===== src/rtl/quad_decoder.sv =====
// Quadrature decoder: 2-flop synchronizer, run-length glitch filter, Gray-code step decode, wrapping count.
// Optional index input: define QUAD_INDEX_EN to add phase_z, which zeroes count on a Z rising edge at AB=00.
module quad_decoder #(
  parameter int CNT_W    = 4,
  parameter int FILT_LEN = 3
) (
  input  logic             clk,
  input  logic             reset,
  input  logic             phase_a,
  input  logic             phase_b,
`ifdef QUAD_INDEX_EN
  input  logic             phase_z,
`endif
  input  logic             clear,
  input  logic             err_clr,
  output logic             step,
  output logic             up_down,
  output logic [CNT_W-1:0] count,
  output logic             err
);

  localparam logic [3:0]       FL  = 4'(FILT_LEN);
  localparam logic [CNT_W-1:0] ONE = {{(CNT_W-1){1'b0}}, 1'b1};

  // Position of an {A,B} state along the up sequence 00->10->11->01.
  function automatic logic [1:0] gidx(input logic [1:0] ab);
    return {ab[0], ab[1] ^ ab[0]};
  endfunction

  logic [1:0]       sync1_q, sync2_q, s_prev_q;
  logic [3:0]       fcnt_q, fcnt_d, fcnt_inc;
  logic [1:0]       filt_q, filt_d, filt_old_q;
  logic [1:0]       vld_q;
  logic [3:0]       agree_q, agree_d, agree_inc;
  logic             init_q, init_d;
  logic             step_q, step_d, up_down_q, up_down_d, err_q, err_d;
  logic [CNT_W-1:0] count_q, count_d;
  logic             chg, illegal, up, zero_cnt;

  // Filter: s must differ from the filtered value for FL consecutive samples before it is adopted.
  always_comb begin
    fcnt_inc = (sync2_q != s_prev_q) ? 4'd1 : fcnt_q + 4'd1;
    fcnt_d   = 4'd0;
    filt_d   = filt_q;
    if (sync2_q != filt_q) begin
      if (fcnt_inc >= FL) filt_d = sync2_q;
      else                fcnt_d = fcnt_inc;
    end
  end

`ifdef QUAD_INDEX_EN
  logic       zsync1_q, zsync2_q, zprev_q, zfilt_q, zfilt_d, zfilt_old_q;
  logic [3:0] zcnt_q, zcnt_d, zcnt_inc;

  always_comb begin
    zcnt_inc = (zsync2_q != zprev_q) ? 4'd1 : zcnt_q + 4'd1;
    zcnt_d   = 4'd0;
    zfilt_d  = zfilt_q;
    if (zsync2_q != zfilt_q) begin
      if (zcnt_inc >= FL) zfilt_d = zsync2_q;
      else                zcnt_d  = zcnt_inc;
    end
  end

  always_ff @(posedge clk or posedge reset) begin
    if (reset) begin
      zsync1_q    <= 1'b0;
      zsync2_q    <= 1'b0;
      zprev_q     <= 1'b0;
      zcnt_q      <= 4'd0;
      zfilt_q     <= 1'b0;
      zfilt_old_q <= 1'b0;
    end else begin
      zsync1_q    <= phase_z;
      zsync2_q    <= zsync1_q;
      zprev_q     <= zsync2_q;
      zcnt_q      <= zcnt_d;
      zfilt_q     <= zfilt_d;
      zfilt_old_q <= zfilt_q;
    end
  end

  assign zero_cnt = clear | (zfilt_q & ~zfilt_old_q & (filt_q == 2'b00));
`else
  assign zero_cnt = clear;
`endif

  assign chg     = (filt_q != filt_old_q);
  assign illegal = ((filt_q ^ filt_old_q) == 2'b11);
  assign up      = (gidx(filt_q) == gidx(filt_old_q) + 2'd1);

  // Init completes either on the first filtered change (init-only) or once the reset-time
  // value 00 is confirmed stable by the same run-length rule, after the synchronizer has flushed.
  always_comb begin
    agree_inc = agree_q + 4'd1;
    agree_d   = 4'd0;
    init_d    = init_q;
    step_d    = 1'b0;
    up_down_d = up_down_q;
    count_d   = count_q;
    err_d     = err_q;
    if (!init_q && vld_q[1] && sync2_q == filt_q) begin
      if (agree_inc >= FL) init_d = 1'b1;
      else                 agree_d = agree_inc;
    end
    if (chg) begin
      if (!init_q) begin
        init_d = 1'b1;
      end else if (!illegal) begin
        step_d    = 1'b1;
        up_down_d = up;
        count_d   = up ? count_q + ONE : count_q - ONE;
      end
    end
    if (zero_cnt) count_d = '0;
    if (err_clr)  err_d = 1'b0;
    if (chg && init_q && illegal) err_d = 1'b1;
  end

  always_ff @(posedge clk or posedge reset) begin
    if (reset) begin
      sync1_q    <= 2'b00;
      sync2_q    <= 2'b00;
      s_prev_q   <= 2'b00;
      fcnt_q     <= 4'd0;
      filt_q     <= 2'b00;
      filt_old_q <= 2'b00;
      vld_q      <= 2'b00;
      agree_q    <= 4'd0;
      init_q     <= 1'b0;
      step_q     <= 1'b0;
      up_down_q  <= 1'b1;
      count_q    <= '0;
      err_q      <= 1'b0;
    end else begin
      sync1_q    <= {phase_a, phase_b};
      sync2_q    <= sync1_q;
      s_prev_q   <= sync2_q;
      fcnt_q     <= fcnt_d;
      filt_q     <= filt_d;
      filt_old_q <= filt_q;
      vld_q      <= {vld_q[0], 1'b1};
      agree_q    <= agree_d;
      init_q     <= init_d;
      step_q     <= step_d;
      up_down_q  <= up_down_d;
      count_q    <= count_d;
      err_q      <= err_d;
    end
  end

  assign step    = step_q;
  assign up_down = up_down_q;
  assign count   = count_q;
  assign err     = err_q;

endmodule


===== config.mk =====
export PLATFORM = sky130hd
export DESIGN_NAME = quad_decoder
export DESIGN_NICKNAME = d
export VERILOG_FILES = /design/src/rtl/quad_decoder.sv
export SDC_FILE = /design/constraint.sdc
export NUM_CORES = 1
export LEC_CHECK = 0
export CAP_MARGIN = 20
export CORE_MARGIN = 3
export CORE_UTILIZATION = 49
export DETAILED_ROUTE_END_ITERATION = 8
export PLACE_DENSITY_LB_ADDON = 0.12
export SYNTH_ARGS = -nofsm -noshare
export SYNTH_HDL_FRONTEND = slang
export SYNTH_SLANG_ARGS = --single-unit
export TNS_END_PERCENT = 100

===== constraint.sdc =====
create_clock -name clk -period 2.27 [get_ports clk]
set_input_delay 0.3405 -clock clk [delete_from_list [all_inputs] [get_ports clk]]
set_output_delay 0.3405 -clock clk [all_outputs]
set_load 0.05 [all_outputs]

# ---- Yosys cells after proc, flatten, opt, wreduce, memory -nomap -nowiden
# Index checks and enable logic that the tools add are counted.
dict set report word_totals {
  regBits 28
  output_inout_bits 7
}
dict set report classes {
  n_addsub 5
  n_lt_le_gt_ge 2
  n_eq_ne 7
  n_mux 19
  bitwise_logic 4
  reduce_logical 11
}
# operator count
set op_table {}
lappend op_table {{$mux W4} 10}
lappend op_table {{$add A4 B1 Y4 const B} 3}
lappend op_table {{$mux W1} 9}
lappend op_table {{$ge A4 B2 Y1 const B} 2}
lappend op_table {{$ne A2 B2 Y1} 3}
lappend op_table {{$reduce_and A3 Y1} 2}
lappend op_table {{$reduce_bool A2 Y1} 3}
lappend op_table {{$eq A2 B2 Y1} 2}
lappend op_table {{$logic_and A1 B1 Y1} 4}
lappend op_table {{$sub A4 B1 Y4 const B} 1}
lappend op_table {{$add A2 B1 Y2 const B} 1}
lappend op_table {{$eq A2 B2 Y1 const B} 1}
lappend op_table {{$ne A2 B2 Y1 const B} 1}
lappend op_table {{$reduce_and A2 Y1} 1}
lappend op_table {{$xor A1 B1 Y1} 2}
lappend op_table {{$xor A2 B2 Y2} 1}
lappend op_table {{$logic_not A1 Y1} 1}
lappend op_table {{$not A1 Y1} 1}

# ---- Logic depth before layout (Yosys ltp)
dict set report depth {
  ltp_word 8
  ltp_mapped 9
  mapped_depth_nobuf 8
}

# ---- Least setup slack after synthesis
# Ideal clock, no wire load.
dict set report synth_timing {
  path_kind {register to register}
  startpoint {register filt_q[0]}
  endpoint {register count_q[3] (netlist: count[3])}
  arrival_ns 2.010
  slack_ns 0.135
  stages_incl_launch_ff 10
  cell_sequence {dfrtp_1 -> buf_6 -> xor2_1 -> nor2_1 -> inv_1 -> ha_1 -> nand3_1 -> a211oi_1 -> o211ai_2 -> mux2_4}
}
dict set report synth_between {
  elab_chain_cells 7
  elab_cells_between_ends 13
  cone_classes {4 x eq/ne; 5 x mux; 2 x bitwise; 2 x reduce/logical}
}
# element line_no
set synth_lines {}
lappend synth_lines {{start: declaration} 32} ;# logic [1:0] filt_q, filt_d, filt_old_q;
lappend synth_lines {{start signal: assignment} 140} ;# filt_q <= filt_d;
lappend synth_lines {{$xor A1 B1 Y1} 27} ;# return {ab[0], ab[1] ^ ab[0]};
lappend synth_lines {{$eq A2 B2 Y1 (*)} 90} ;# assign up = (gidx(filt_q) == gidx(filt_old_q) + 2'd1);
lappend synth_lines {{via up} 38} ;# logic chg, illegal, up, zero_cnt;
lappend synth_lines {{$mux W4 (*)} 112} ;# count_d = up ? count_q + ONE : count_q - ONE;
lappend synth_lines {{$mux W4 (*)} 109} ;# end else if (!illegal) begin
lappend synth_lines {{$mux W4 (*)} 107} ;# if (!init_q) begin
lappend synth_lines {{$mux W4 (*)} 106} ;# if (chg) begin
lappend synth_lines {{$mux W4 (*)} 115} ;# if (zero_cnt) count_d = '0;
lappend synth_lines {{end signal: assignment} 147} ;# count_q <= count_d;
lappend synth_lines {{end: declaration} 37} ;# logic [CNT_W-1:0] count_q, count_d;
# Mark *: on every way through the listed nets, which the timed path passes. The rest lies on a longest branch. The select of a mux whose other input is x is not followed.
# A chain may end at the register's enable or synchronous reset.

# ---- Worst setup path after layout
dict set report layout_timing {
  startpoint {register filt_old_q[1]}
  endpoint {register count_q[3] (netlist: count[3])}
}
dict set report layout_between {
  elab_chain_cells 8
  elab_cells_between_ends 14
  cone_classes {1 x add/sub; 4 x eq/ne; 5 x mux; 2 x bitwise; 2 x reduce/logical}
}
# element line_no
set layout_lines {}
lappend layout_lines {{start: declaration} 32}
lappend layout_lines {{start signal: assignment} 141} ;# filt_old_q <= filt_q;
lappend layout_lines {{$xor A1 B1 Y1} 27}
lappend layout_lines {{$add A2 B1 Y2} 90}
lappend layout_lines {{$eq A2 B2 Y1} 90}
lappend layout_lines {{via up} 38}
lappend layout_lines {{$mux W4} 112}
lappend layout_lines {{$mux W4} 109}
lappend layout_lines {{$mux W4} 107}
lappend layout_lines {{$mux W4} 106}
lappend layout_lines {{$mux W4} 115}
# The timed path passes the listed nets, and every way through them passes these cells. The select of a mux whose other input is x is not followed.

==> results <==
## power by group
group          leakage [nW]  internal (W)  switching [W]
sequential            0.335      0.000624      0.0000881
combinational         0.316      0.000575       0.000752
clock                0.0210     0.0000981       0.000142
total                 0.672       0.00130       0.000981
## what timing repair did
item,in CTS,in global routing
hold buffers,0,0
endpoints found under the setup margin,0,1
resized for setup,0,4
hold endpoints to repair,0,0
buffers inserted,0,0
## area by class of cell
cell class | count | area, µm²
Clock buffer | 4 | 36.3
Fill cell | 213 | 963
Multi-Input combinational cell | 71 | 579
Inverter | 8 | 30.0
Timing Repair Buffer | 16 | 150
Sequential cell | 28 | 703
Tap cell | 30 | 37.5
## through the flow
stage	utilization	cell area, µm²	worst slack (ns)	hold slack (ns)
detailed placement	0.595	1490	0.101	0.342
finish	0.615	1540	0.145	0.245
global placement	0.595	1490	0.238	0.338
floorplan	-	1320	0.135	0.331
global route	0.615	1540	0.0103	0.281
CTS	0.610	1520	0.0623	0.258
## cells in the mapped netlist (2+ instances only)
cell and number:
sky130_fd_sc_hd__mux2_1 2, sky130_fd_sc_hd__xor2_1 3, sky130_fd_sc_hd__xor2_2 2, sky130_fd_sc_hd__nand2_1 2, sky130_fd_sc_hd__buf_6 2, sky130_fd_sc_hd__inv_1 8
sky130_fd_sc_hd__xnor2_1 7, sky130_fd_sc_hd__a21oi_1 6, sky130_fd_sc_hd__ha_1 5, sky130_fd_sc_hd__dfrtp_1 27, sky130_fd_sc_hd__o21ai_0 4, sky130_fd_sc_hd__nand3_1 4
sky130_fd_sc_hd__a211oi_1 2, sky130_fd_sc_hd__nor2_1 3, sky130_fd_sc_hd__conb_1 2, sky130_fd_sc_hd__nor3_1 5
## worst max path at each step
stage / slack (ns) / to / cells after the start
floorplan: 0.14 / count[3]$_DFFE_PP0P_ / 9
global placement: 0.24 / count[3]$_DFFE_PP0P_ / 8
detailed placement: 0.10 / count[3]$_DFFE_PP0P_ / 8
CTS: 0.06 / count[3]$_DFFE_PP0P_ / 8
global route: 0.01 / count[3]$_DFFE_PP0P_ / 8
finish: 0.14 / count[3]$_DFFE_PP0P_ / 8
## cell families (layout without fill, tap and decap cells)
kind of cell               count (synthesis)  after routing
adders and majority gates                  6              6
AOI/OAI and AO/OA                         21             21
muxes                                      4              4
DFF                                       28             28
xor gates and xnor gates                  13             13
other                                      2              5
and+or+nand+nor                           22             22
buffers and inverters                     10             28
## layer usage
layer | GRT usage | part of all wire | wire (µm) | vias up
met5 | 0 | 0 | 0 | -
met3 | 0.0223 | 0.035 | 69 | 4
met4 | 0.0596 | 0.021 | 41 | 0
met1 | 0.177 | 0.45 | 904 | 382
li1 | - | - | - | 401
met2 | 0.239 | 0.49 | 978 | 12
## sequential cells by signal (all words and copies together), names as in the netlist
| register | flops |
|---|---|
| agree_q | 4 |
| count | 4 |
| fcnt_q | 4 |
| filt_old_q | 2 |
| filt_q | 2 |
| s_prev_q | 2 |
| sync1_q | 2 |
| sync2_q | 2 |
| vld_q | 2 |
| err | 1 |
| init_q | 1 |
| step | 1 |
| up_down | 1 |
## layout by cell type (no fill, tap or decap), drive strengths merged, types with 2 or more instances in the layout
cell type,n
xnor2,7
mux2,4
nor2,4
ha,5
conb,5
clkdlybuf4s50,12
inv,8
nand2,2
clkbuf,4
a21oi,6
a211oi,3
o21ai,4
xor2,6
o211ai,2
nor3,5
dfrtp,27
nand3,4
buf,4
==> implementation parameters <==
Parameter                              Value

Logic synthesis
  Number of synthesized flops with an enable pin    0
  Synth Area in Compound Gates    0.114
  Synth area leader    sky130_fd_sc_hd__dfrtp_1
  Cell area after synthesis    1310 µm²
  Portion of the post-synthesis area used by sequential elements    0.535
  Share of synthesized flip-flops with an asynchronous set or reset    1.00
  Ranking of synthesized cells by area    sky130_fd_sc_hd__dfrtp_1, sky130_fd_sc_hd__ha_1, sky130_fd_sc_hd__xnor2_1
  Fraction of post-synthesis cell area in the top cell type by area    0.515
  Warnings from Yosys    0
  Post-synthesis cell count    106
  Post-synthesis sequential element count    28
  Post-synthesis adder-cell area fraction    0.0630
  Dominant combinational cell family by area after synthesis    compound AO/OA/AOI/OAI gates
  Fraction of the mapped netlist area in simple logic gates    0.0926
  Main flop type after synthesis    sky130_fd_sc_hd__dfrtp_1
  Mean area per synthesized cell    12.4 µm²
  Mux cell area share after synthesis    0.0372
  Number of library cell types mapped by synthesis    38
  Post-synthesis xor/xnor area fraction    0.113

Timing
  Total of endpoints with negative setup slack in the final report    0
  Post-route clock skew    0.00146 ns
  Final clock period utilization by the worst path    0.936
  Fmax    471 MHz
  Setup repair after global routing missed its margin    false
  Sum Neg Setup Slack    0 ns
  Final count of hold timing violations    0
  Crit path time final    2.13 ns
  Slew Limit Fails    0

Floorplanning
  Die Height    57.7 µm
  Core area    2500 µm²
  Boundary Pins    13
  Overall die area    3330 µm²
  Row count    18
  Initial Utilization    0.525
  Die Width    57.7 µm

Setup path
  Number of buffers and inverters on the critical path    1
  Worst R2R End    count[3]$_DFFE_PP0P_
  CP Max Fanout    3
  Reg2Reg Launch Point    filt_old_q[1]$_DFF_PP0_
  Source of the critical timing path    filt_old_q[1]$_DFF_PP0_
  Worst Reg2Reg Path Length in Cells    8
  Worst Setup Path Type    reg2reg
  Kind of end point of the critical path    flop
  R2R Setup Slk    0.14 ns
  Cells along the critical path    xor2_1, nor2_2, inv_1, ha_1, nand3_1, a211oi_2, o211ai_2, mux2_4
  Worst endpoint required time    2.50 ns
  Cell family contributing the most delay on the critical path    flip-flops
  CP Launch Type    flop
  Crit path DAT    2.35 ns
  Worst path slowest cell    sky130_fd_sc_hd__dfrtp_2
  Max incr delay on CP    0.47 ns

Cells and area
  Cell Count, Final, Fillers Out    157
  Net count of the finished layout    140
  Fraction of layout cells with a size suffix above 1    0.173
  Area delta synth->final    17.2%
  Diodes inserted    0

Global routing
  Vias in the first global route    848
  Total congestion overflow    0
  Global-route usage over all layers    0.140
  Global-route wire length before repair    3620 µm
  Antenna violations before repair    0
  Pin count of the biggest net entering global routing    21

Clock network
  Clock latency of the later-clocked register in the worst-skew pair    0.32 ns
  H-tree depth reported by CTS    1
  Clock-pin slew reported for the worst setup and hold paths after clock tree synthesis    0.14 ns
  Num CTS Buffers    3
  Clk sink count    28
  TritonCTS clock tree    yes
  Max Buffers Root-to-Sink    2
  Clock root cell    sky130_fd_sc_hd__clkbuf_4

Pwr
  Maximum vdd drop    0.00127 V
  Final Total Pwr    0.00228 W
  Standby leakage power    0.672 nW
  Pwr dens    1480 nW/µm²

Detailed routing
  Detailed-router iteration count before antenna repair    4
  Via count    799
  Avg Vias per Cell    5.09
  Initial DRC Count    38
  Avg WL per Cell    12.7 µm
  Number of nets with antenna violations after routing    0
  Total Routed Length    1990 µm
  DRC viols    0

Job
  Max capacitance violation total    0

Placed design
  Dpl cells    153
  Final HPWL from detailed placement    1630 µm
  # port buffers    12
  Routability cong.    0.786

Outcome
  Run status    finished, final reports clean

Min path
  Hold crit path type    in2async
Note: power is estimated with default switching activity, not from simulation.
